==> config.mk <==
export PLATFORM = sky130hd
export DESIGN_NAME = ksadd16b_arb
export DESIGN_NICKNAME = d
export VERILOG_FILES = /design/src/rtl/ksadd16b_arb_pkg.sv /design/src/rtl/ksadd16b.sv /design/src/rtl/rr_arbiter.sv /design/src/rtl/ksadd16b_arb.sv
export SDC_FILE = /design/constraint.sdc
export NUM_CORES = 1
export LEC_CHECK = 0
export ABC_AREA = 1
export CAP_MARGIN = 20
export CELL_PAD_IN_SITES_DETAIL_PLACEMENT = 0
export CELL_PAD_IN_SITES_GLOBAL_PLACEMENT = 1
export CORE_ASPECT_RATIO = 1.1
export CORE_MARGIN = 2
export CORE_UTILIZATION = 33
export DETAILED_ROUTE_END_ITERATION = 16
export PLACE_DENSITY = 0.89
export SYNTH_ARGS = -nofsm -noshare
export SYNTH_HDL_FRONTEND = slang
export SYNTH_SLANG_ARGS = --single-unit
==> constraint.sdc <==
create_clock -name clk -period 4 [get_ports clk]
set_clock_uncertainty 0.2 [all_clocks]
set_input_delay 0.8 -clock clk [delete_from_list [all_inputs] [get_ports clk]]
set_output_delay 0.8 -clock clk [all_outputs]
set_load 0.02 [all_outputs]
==> src/rtl/ksadd16b_arb_pkg.sv <==
// ksadd16b_arb_pkg
//   Shared definitions for the ksadd16b_arb adder-sharing block.
//   - KS_W     : operand width of the shared Kogge-Stone adder.
//   - state_t  : sequencer states. The encodings are fixed so that external
//                checkers can decode the state.
//   - wrap_inc : modulo-n increment, used to advance the round-robin pointer.
// Optional feature macro used by the top: KSADD16B_ARB_OVF_EN.
package ksadd16b_arb_pkg;

  localparam int KS_W = 16;

  typedef enum logic [1:0] {
    ST_IDLE = 2'd0,
    ST_ADD  = 2'd1,
    ST_RESP = 2'd2
  } state_t;

  function automatic int wrap_inc(input int idx, input int n);
    return (idx + 1 >= n) ? 0 : idx + 1;
  endfunction

endpackage

==> src/rtl/ksadd16b.sv <==
// ksadd16b
//   16-bit Kogge-Stone parallel-prefix adder with carry-in. It is purely
//   combinational.
// Ports:
//   k   [15:0] in  : operand A bits (bit i is k_i)
//   t   [15:0] in  : operand B bits (bit i is t_i)
//   cin        in  : carry-in
//   s   [16:0] out : s[15:0] is the sum and s[16] is the carry-out
module ksadd16b (
  input  logic [15:0] k,
  input  logic [15:0] t,
  input  logic        cin,
  output logic [16:0] s
);

  logic [15:0] gen;
  logic [15:0] prop;
  logic [15:0] gg;
  logic [15:0] pp;
  logic [16:0] c;

  always_comb begin
    gen  = k & t;
    prop = k ^ t;
    gg   = gen;
    pp   = prop;
    // Four prefix levels with spans 1, 2, 4 and 8. Walking each level from
    // the MSB down updates the vectors in place, because bit i only reads
    // bit i-span, and that bit has not been overwritten yet at this level.
    for (int l = 0; l < 4; l++) begin
      for (int i = 15; i >= 0; i--) begin
        if (i >= (1 << l)) begin
          gg[i] = gg[i] | (pp[i] & gg[i - (1 << l)]);
          pp[i] = pp[i] & pp[i - (1 << l)];
        end
      end
    end
    // The carry-in acts as a generate that enters below bit 0.
    c[0] = cin;
    for (int i = 0; i < 16; i++) begin
      c[i + 1] = gg[i] | (pp[i] & cin);
    end
    s = {c[16], prop ^ c[15:0]};
  end

endmodule

==> src/rtl/rr_arbiter.sv <==
// rr_arbiter
//   Combinational round-robin arbiter. It searches req upward from ptr,
//   wrapping modulo NREQ. The first set bit wins.
// Ports:
//   req     [NREQ-1:0] in  : request vector
//   ptr     [IDW-1:0]  in  : highest-priority index (always < NREQ)
//   en                 in  : arbitration enable; with en low, all outputs are 0
//   gnt     [NREQ-1:0] out : one-hot grant
//   gnt_idx [IDW-1:0]  out : encoded grant index (0 when nothing is granted)
//   any                out : some request was granted
module rr_arbiter #(
  parameter int NREQ = 4,
  parameter int IDW  = 2
) (
  input  logic [NREQ-1:0] req,
  input  logic [IDW-1:0]  ptr,
  input  logic            en,
  output logic [NREQ-1:0] gnt,
  output logic [IDW-1:0]  gnt_idx,
  output logic            any
);

  logic [IDW-1:0] idx;

  always_comb begin
    gnt     = '0;
    gnt_idx = '0;
    any     = 1'b0;
    idx     = ptr;
    if (en) begin
      for (int n = 0; n < NREQ; n++) begin
        if (!any && req[idx]) begin
          any     = 1'b1;
          gnt_idx = idx;
        end
        idx = (idx == IDW'(NREQ - 1)) ? '0 : idx + IDW'(1);
      end
      if (any) gnt = NREQ'(1) << gnt_idx;
    end
  end

endmodule

==> src/rtl/ksadd16b_arb.sv <==
// ksadd16b_arb
//   This block shares one ksadd16b adder between NREQ requesters. An idle
//   cycle arbitrates round-robin and captures the winner's operands. The
//   ADD cycle evaluates the adder from those registers and latches the
//   result. RESP then holds the result until the consumer accepts it.
//
//   Handshakes: a transfer happens on a rising edge where valid and ready
//   are both high. req_ready is a combinational function of the IDLE state
//   and req_valid. req_valid may drop at any time and is ignored outside
//   IDLE. rsp_valid stays high, with rsp_* stable, until rsp_ready is seen.
//
// Ports:
//   clk, rst                 : clock; synchronous active-high reset
//   req_valid/req_ready      : per-requester operand handshake (NREQ each)
//   req_a, req_b [16*NREQ]   : operands; requester i uses bits [16i+15:16i]
//   req_cin [NREQ]           : per-requester carry-in
//   rsp_valid/rsp_ready      : result handshake
//   rsp_sum [16], rsp_cout   : A + B + cin
//   rsp_id [IDW]             : requester that owns the result
//   busy                     : state is not IDLE
//   rsp_ovf (only with KSADD16B_ARB_OVF_EN) : signed overflow of A + B + cin
module ksadd16b_arb
  import ksadd16b_arb_pkg::*;
#(
  parameter int NREQ = 4,
  parameter int IDW  = 2
) (
  input  logic                 clk,
  input  logic                 rst,
  input  logic [NREQ-1:0]      req_valid,
  output logic [NREQ-1:0]      req_ready,
  input  logic [KS_W*NREQ-1:0] req_a,
  input  logic [KS_W*NREQ-1:0] req_b,
  input  logic [NREQ-1:0]      req_cin,
  output logic                 rsp_valid,
  input  logic                 rsp_ready,
  output logic [KS_W-1:0]      rsp_sum,
  output logic                 rsp_cout,
  output logic [IDW-1:0]       rsp_id,
  output logic                 busy
`ifdef KSADD16B_ARB_OVF_EN
  ,
  output logic                 rsp_ovf
`endif
);

  state_t          state;
  state_t          state_nxt;
  logic [IDW-1:0]  rr_ptr;
  logic [KS_W-1:0] op_a;
  logic [KS_W-1:0] op_b;
  logic            op_cin;
  logic [IDW-1:0]  op_id;

  logic [NREQ-1:0] gnt;
  logic [IDW-1:0]  gnt_idx;
  logic            gnt_any;
  logic [KS_W-1:0] sel_a;
  logic [KS_W-1:0] sel_b;
  logic            sel_cin;
  logic [KS_W:0]   s;

  rr_arbiter #(
    .NREQ (NREQ),
    .IDW  (IDW)
  ) u_arb (
    .req     (req_valid),
    .ptr     (rr_ptr),
    .en      (state == ST_IDLE),
    .gnt     (gnt),
    .gnt_idx (gnt_idx),
    .any     (gnt_any)
  );

  // The arbiter is enabled only in IDLE, so gnt is already zero elsewhere.
  assign req_ready = gnt;
  assign busy      = (state != ST_IDLE);

  // Operand mux keyed by the one-hot grant.
  always_comb begin
    sel_a   = '0;
    sel_b   = '0;
    sel_cin = 1'b0;
    for (int i = 0; i < NREQ; i++) begin
      if (gnt[i]) begin
        sel_a   = req_a[i*KS_W +: KS_W];
        sel_b   = req_b[i*KS_W +: KS_W];
        sel_cin = req_cin[i];
      end
    end
  end

  // The adder is driven only from the operand registers, so its inputs
  // hold steady for the whole ADD cycle.
  ksadd16b u_add (
    .k   (op_a),
    .t   (op_b),
    .cin (op_cin),
    .s   (s)
  );

  always_comb begin
    state_nxt = state;
    case (state)
      ST_IDLE: if (gnt_any)   state_nxt = ST_ADD;
      ST_ADD:                 state_nxt = ST_RESP;
      ST_RESP: if (rsp_ready) state_nxt = ST_IDLE;
      default:                state_nxt = ST_IDLE;
    endcase
  end

  always_ff @(posedge clk) begin
    if (rst) begin
      state  <= ST_IDLE;
      rr_ptr <= '0;
      op_a   <= '0;
      op_b   <= '0;
      op_cin <= 1'b0;
      op_id  <= '0;
    end else begin
      state <= state_nxt;
      if (state == ST_IDLE && gnt_any) begin
        op_a   <= sel_a;
        op_b   <= sel_b;
        op_cin <= sel_cin;
        op_id  <= gnt_idx;
      end
      // The pointer advances only when the response completes, so an
      // aborted operation never changes the arbitration order.
      if (state == ST_RESP && rsp_ready) begin
        rr_ptr <= IDW'(wrap_inc(int'(op_id), NREQ));
      end
    end
  end

  always_ff @(posedge clk) begin
    if (rst) begin
      rsp_valid <= 1'b0;
      rsp_sum   <= '0;
      rsp_cout  <= 1'b0;
      rsp_id    <= '0;
    end else begin
      if (state == ST_ADD) begin
        rsp_valid <= 1'b1;
        rsp_sum   <= s[KS_W-1:0];
        rsp_cout  <= s[KS_W];
        rsp_id    <= op_id;
      end else if (state == ST_RESP && rsp_ready) begin
        // Only valid drops. The data fields keep their last values.
        rsp_valid <= 1'b0;
      end
    end
  end

`ifdef KSADD16B_ARB_OVF_EN
  always_ff @(posedge clk) begin
    if (rst) begin
      rsp_ovf <= 1'b0;
    end else if (state == ST_ADD) begin
      rsp_ovf <= (op_a[KS_W-1] == op_b[KS_W-1]) && (s[KS_W-1] != op_a[KS_W-1]);
    end
  end
`endif

endmodule

==> summary.txt <==
Outcome
  – Result of the run: complete, no violations

Timing
  – Tightest Pin Transition: 0.663 ns
  – Crit path time final: 3.81 ns
  – Max Slew Vio Count: 0
  – Hold Fails Final Rpt: 0
  – Final-layout setup total negative slack: 0 ns
  – Post-Route Hold Slack: 0.276 ns
  – Achievable clock frequency: 0.263 GHz
  – Slew HR: 55.8%
  – Count of final setup violators: 0
  – Fraction of the cycle the final worst path needs: 95.1%
  – RSZ-0062 raised after global routing: no

Floorplanning
  – Overall die height: 130 um
  – Std-Cell Rows: 45
  – Die width: 118 um
  – Core box area: 13900 um^2
  – Die area: 15300 um^2
  – IO Pins: 164
  – Starting density of the core: 34.1%

Yosys
  – Netlist area before placement: 4740 um^2
  – Synth Area in XOR/XNOR: 1.48%
  – Arithmetic-cell share of the synthesized area counting full adders, half adders and majority gates: 5.17%
  – Compound-cell area share of the yosys netlist: 8.18%
  – Share of synthesized cell area in and, or, nand and nor gates: 46.9%
  – Distinct cell type count after synthesis: 41
  – Part of the Yosys area used for sequential elements: 24.9%
  – Register bit total from synthesis: 59
  – Syn nets: 964
  – Dominant register cell in the synthesized netlist: sky130_fd_sc_hd__dfxtp_1
  – Synth async-reset ratio: 0%
  – Number of synthesis warnings: 0
  – Main combinational cell family by area after synthesis: simple AND/OR/NAND/NOR gates
  – Multiplexer share of the synthesized area: 0%
  – Cell count after synthesis: 806
  – Post-synthesis average cell area: 5.88 um^2
  – Number of flops mapped to enable cells by yosys: 0

Clocking
  – Number of clock buffers inserted by TritonCTS: 9
  – Count of clock tree sinks: 59
  – Clock-pin slew on the worst setup and hold paths: 0.05 ns
  – Master cell of the clock root buffer: sky130_fd_sc_hd__clkbuf_16
  – Clock latency at the later pin of the worst-skew pair: 0.33 ns
  – Clock H-tree levels: 3
  – Setup bufs post-CTS: 0
  – Number of buffers on the longest clock path: 2
  – Clock tree from TritonCTS: yes

Power and ir drop
  – Net Sw Frac: 38.1%
  – Sequential group share of total power: 26.0%
  – Clock Power Share: 29.0%
  – Pint: 0.00191 W
  – Static leakage power: 3.50 nW
  – Peak supply drop: 0.000218 V
  – Power per cell area: 452 nW/um^2
  – Sw Pwr: 0.00118 W
  – Proportion of power drawn by combinational gates: 45.0%

Worst setup path
  – CP delay by family, top: buffers and inverters
  – Worst flop-to-flop path endpoint: op_b[7]
  – Startpoint type of the worst setup path: input pin
  – Class of the most critical setup path: input pin to output port
  – Ordered list of cells on the worst path: clkdlybuf4s50_1 > inv_1 > nand2_1 > nand3_2 > nand2_2 > nor2_4 > nand3_1 > nand2_1 > nor2_4 > clkinv_2 > nand2_4 > nor2_4 > clkdlybuf4s50_1
  – Number of cell instances on the worst register-to-register path: 16
  – Setup slack on the worst flop-to-flop path: 0.99 ns
  – Critical path fanouts, max: 5
  – WP buf/inv: 4
  – Required time of the worst setup path: 3.00 ns
  – Delay of the slowest critical-path stage: 0.60 ns
  – Most frequent CP cell: sky130_fd_sc_hd__nor2_4
  – Data arrival at the endpoint of the critical path: 2.81 ns
  – Worst flop-to-flop path startpoint: rr_ptr[0]
  – Critical Path End Type: output port
  – Cell with the largest stage delay on the worst path: sky130_fd_sc_hd__clkdlybuf4s50_1

Detailed routing
  – Via-to-Cell Ratio: 4.59
  – First drt pass iteration count: 4
  – Via count: 5269
  – Total DRC errors in the routed layout: 0
  – Average wire per standard cell: 12.6 um
  – Routed Wire Length: 14400 um
  – Post-route antenna net violation count: 0
  – Count of routing violations after the opening detailed-route iteration: 263

Worst hold path
  – End point of the worst hold path: rsp_valid
  – Hold path depth: 2
  – Worst hold start: rsp_valid
  – Min-Delay Path Class: register to register

GRT
  – Largest net degree at the start of global routing: 67
  – Number of global-route vias before repair: 5062
  – Gr usage total: 19.4%
  – Global-route wire length before repair: 24100 um
  – Number of antenna violations at the first check in global routing: 0
  – Residual overflow from global routing: 0

Placement
  – IO Port Bufs: 163
  – Estimated wirelength of the detail-placed design: 11500 um
  – Final Wtd Congestion: 0.920
  – Cells after DPL: 1132

Final layout
  – Synth-to-Final Area Change: 44.4%
  – Total inserted antenna cells: 0
  – Commonest non-fill, non-tap cell in the layout: sky130_fd_sc_hd__nand2_1
  – Final instance count without filler cells: 1147
  – Total Nets Final: 1113
  – Utilization after layout: 49.2%
  – Fraction of layout cells with a size suffix above 1: 4.80%
  – Commonest cells after routing, fill and taps aside: 308 x sky130_fd_sc_hd__nand2_1, 160 x sky130_fd_sc_hd__clkdlybuf4s50_1, 111 x sky130_fd_sc_hd__inv_1, 59 x sky130_fd_sc_hd__dfxtp_1, 54 x sky130_fd_sc_hd__nand3_1

Run
  – Max capacitance violation total: 0
[worst reg2reg max path: cells and delay by family (launching register included)]
kind	cells	cell delay [ns]
fa+ha+maj	1	0.36
flops	1	0.47
buf+inv	3	0.78
simple gates	12	1.11
[flip-flops by register name, indices dropped and copies added, names as in the netlist]
register and cells:
op_cin 1, rr_ptr 2, op_id 2, rsp_cout 1, op_b 16, rsp_id 2, rsp_sum 16, state 2
op_a 16, rsp_valid 1
[cell usage after synthesis, drive strengths merged (2+ instances only)]
cell	number	area, um^2
a21oi	25	125
a31oi	3	18.8
buf	24	153
clkbuf	11	41.3
clkinv	2	8.75
dfxtp	59	1180
ha	18	225
inv	114	428
nand2	314	1200
nand3	56	290
nand3b	3	22.5
nand4	40	250
nor2	48	213
nor3	6	30.0
o211ai	5	37.5
o21ai	22	110
o21bai	4	30.0
o221ai	3	26.3
or2	33	206
xnor2	2	17.5
xor2	6	52.6
[layer usage]
metal / track usage (%) / share of wire [%] / vias to the layer above
li1: - / - / 2840
met1: 22.6 / 42 / 2252
met2: 35.0 / 49 / 153
met3: 3.98 / 6.0 / 24
met4: 7.51 / 2.9 / 0
met5: 0 / 0 / -
[cell families after synthesis]
kind of cell	count (synthesis)
buffers and inverters	151
adders and majority gates	19
AOI/OAI and AO/OA	67
xor gates and xnor gates	8
and+or+nand+nor	502
DFF	59
[area by class of cell]
cell class	count	area, um^2
Inverter	116	437
Tap cell	188	235
Clock buffer	11	253
Clock inverter	4	97.6
Fill cell	1512	7060
Timing Repair Buffer	173	1710
Multi-Input combinational cell	596	2930
Sequential cell	59	1180
[worst max-delay path by stage]
stage	from	endpoint	slack, ns	cells after the start
after global routing	rr_ptr[0]	req_ready[3]	0.03	13
after detailed placement	req_valid[1]	req_ready[0]	0.06	12
after global placement	req_valid[1]	req_ready[1]	0.11	12
after floorplan	req_valid[1]	req_ready[0]	0.87	11
after CTS	req_valid[1]	req_ready[0]	0.05	12
final	req_valid[1]	req_ready[3]	0.19	13
[metrics by stage]
step                      worst slack (ns)  total power [W]  area (um^2)
after floorplan                      0.871          0.00175         4740
after global placement               0.109          0.00221         6490
after detailed placement            0.0567          0.00222         6490
after CTS                           0.0505          0.00313         6840
after global routing                0.0261          0.00336         6850
final                                0.194          0.00309         6850
[power by group through the flow]
stage | Sequential (W) | Combinational (W) | Clock [W]
detailed placement | 0.000819 | 0.00140 | 0
CTS | 0.000808 | 0.00140 | 0.000920
global route | 0.000821 | 0.00159 | 0.000946
global placement | 0.000819 | 0.00139 | 0
floorplan | 0.000825 | 0.000920 | 0
finish | 0.000805 | 0.00139 | 0.000898
[what timing repair did]
| item | in CTS | in global routing |
|---|---|---|
| setup endpoints to repair | 0 | 3 |
| gates resized for setup | 0 | 3 |
| hold buffers | 0 | 0 |
Note: power is estimated with default switching activity, not from simulation.
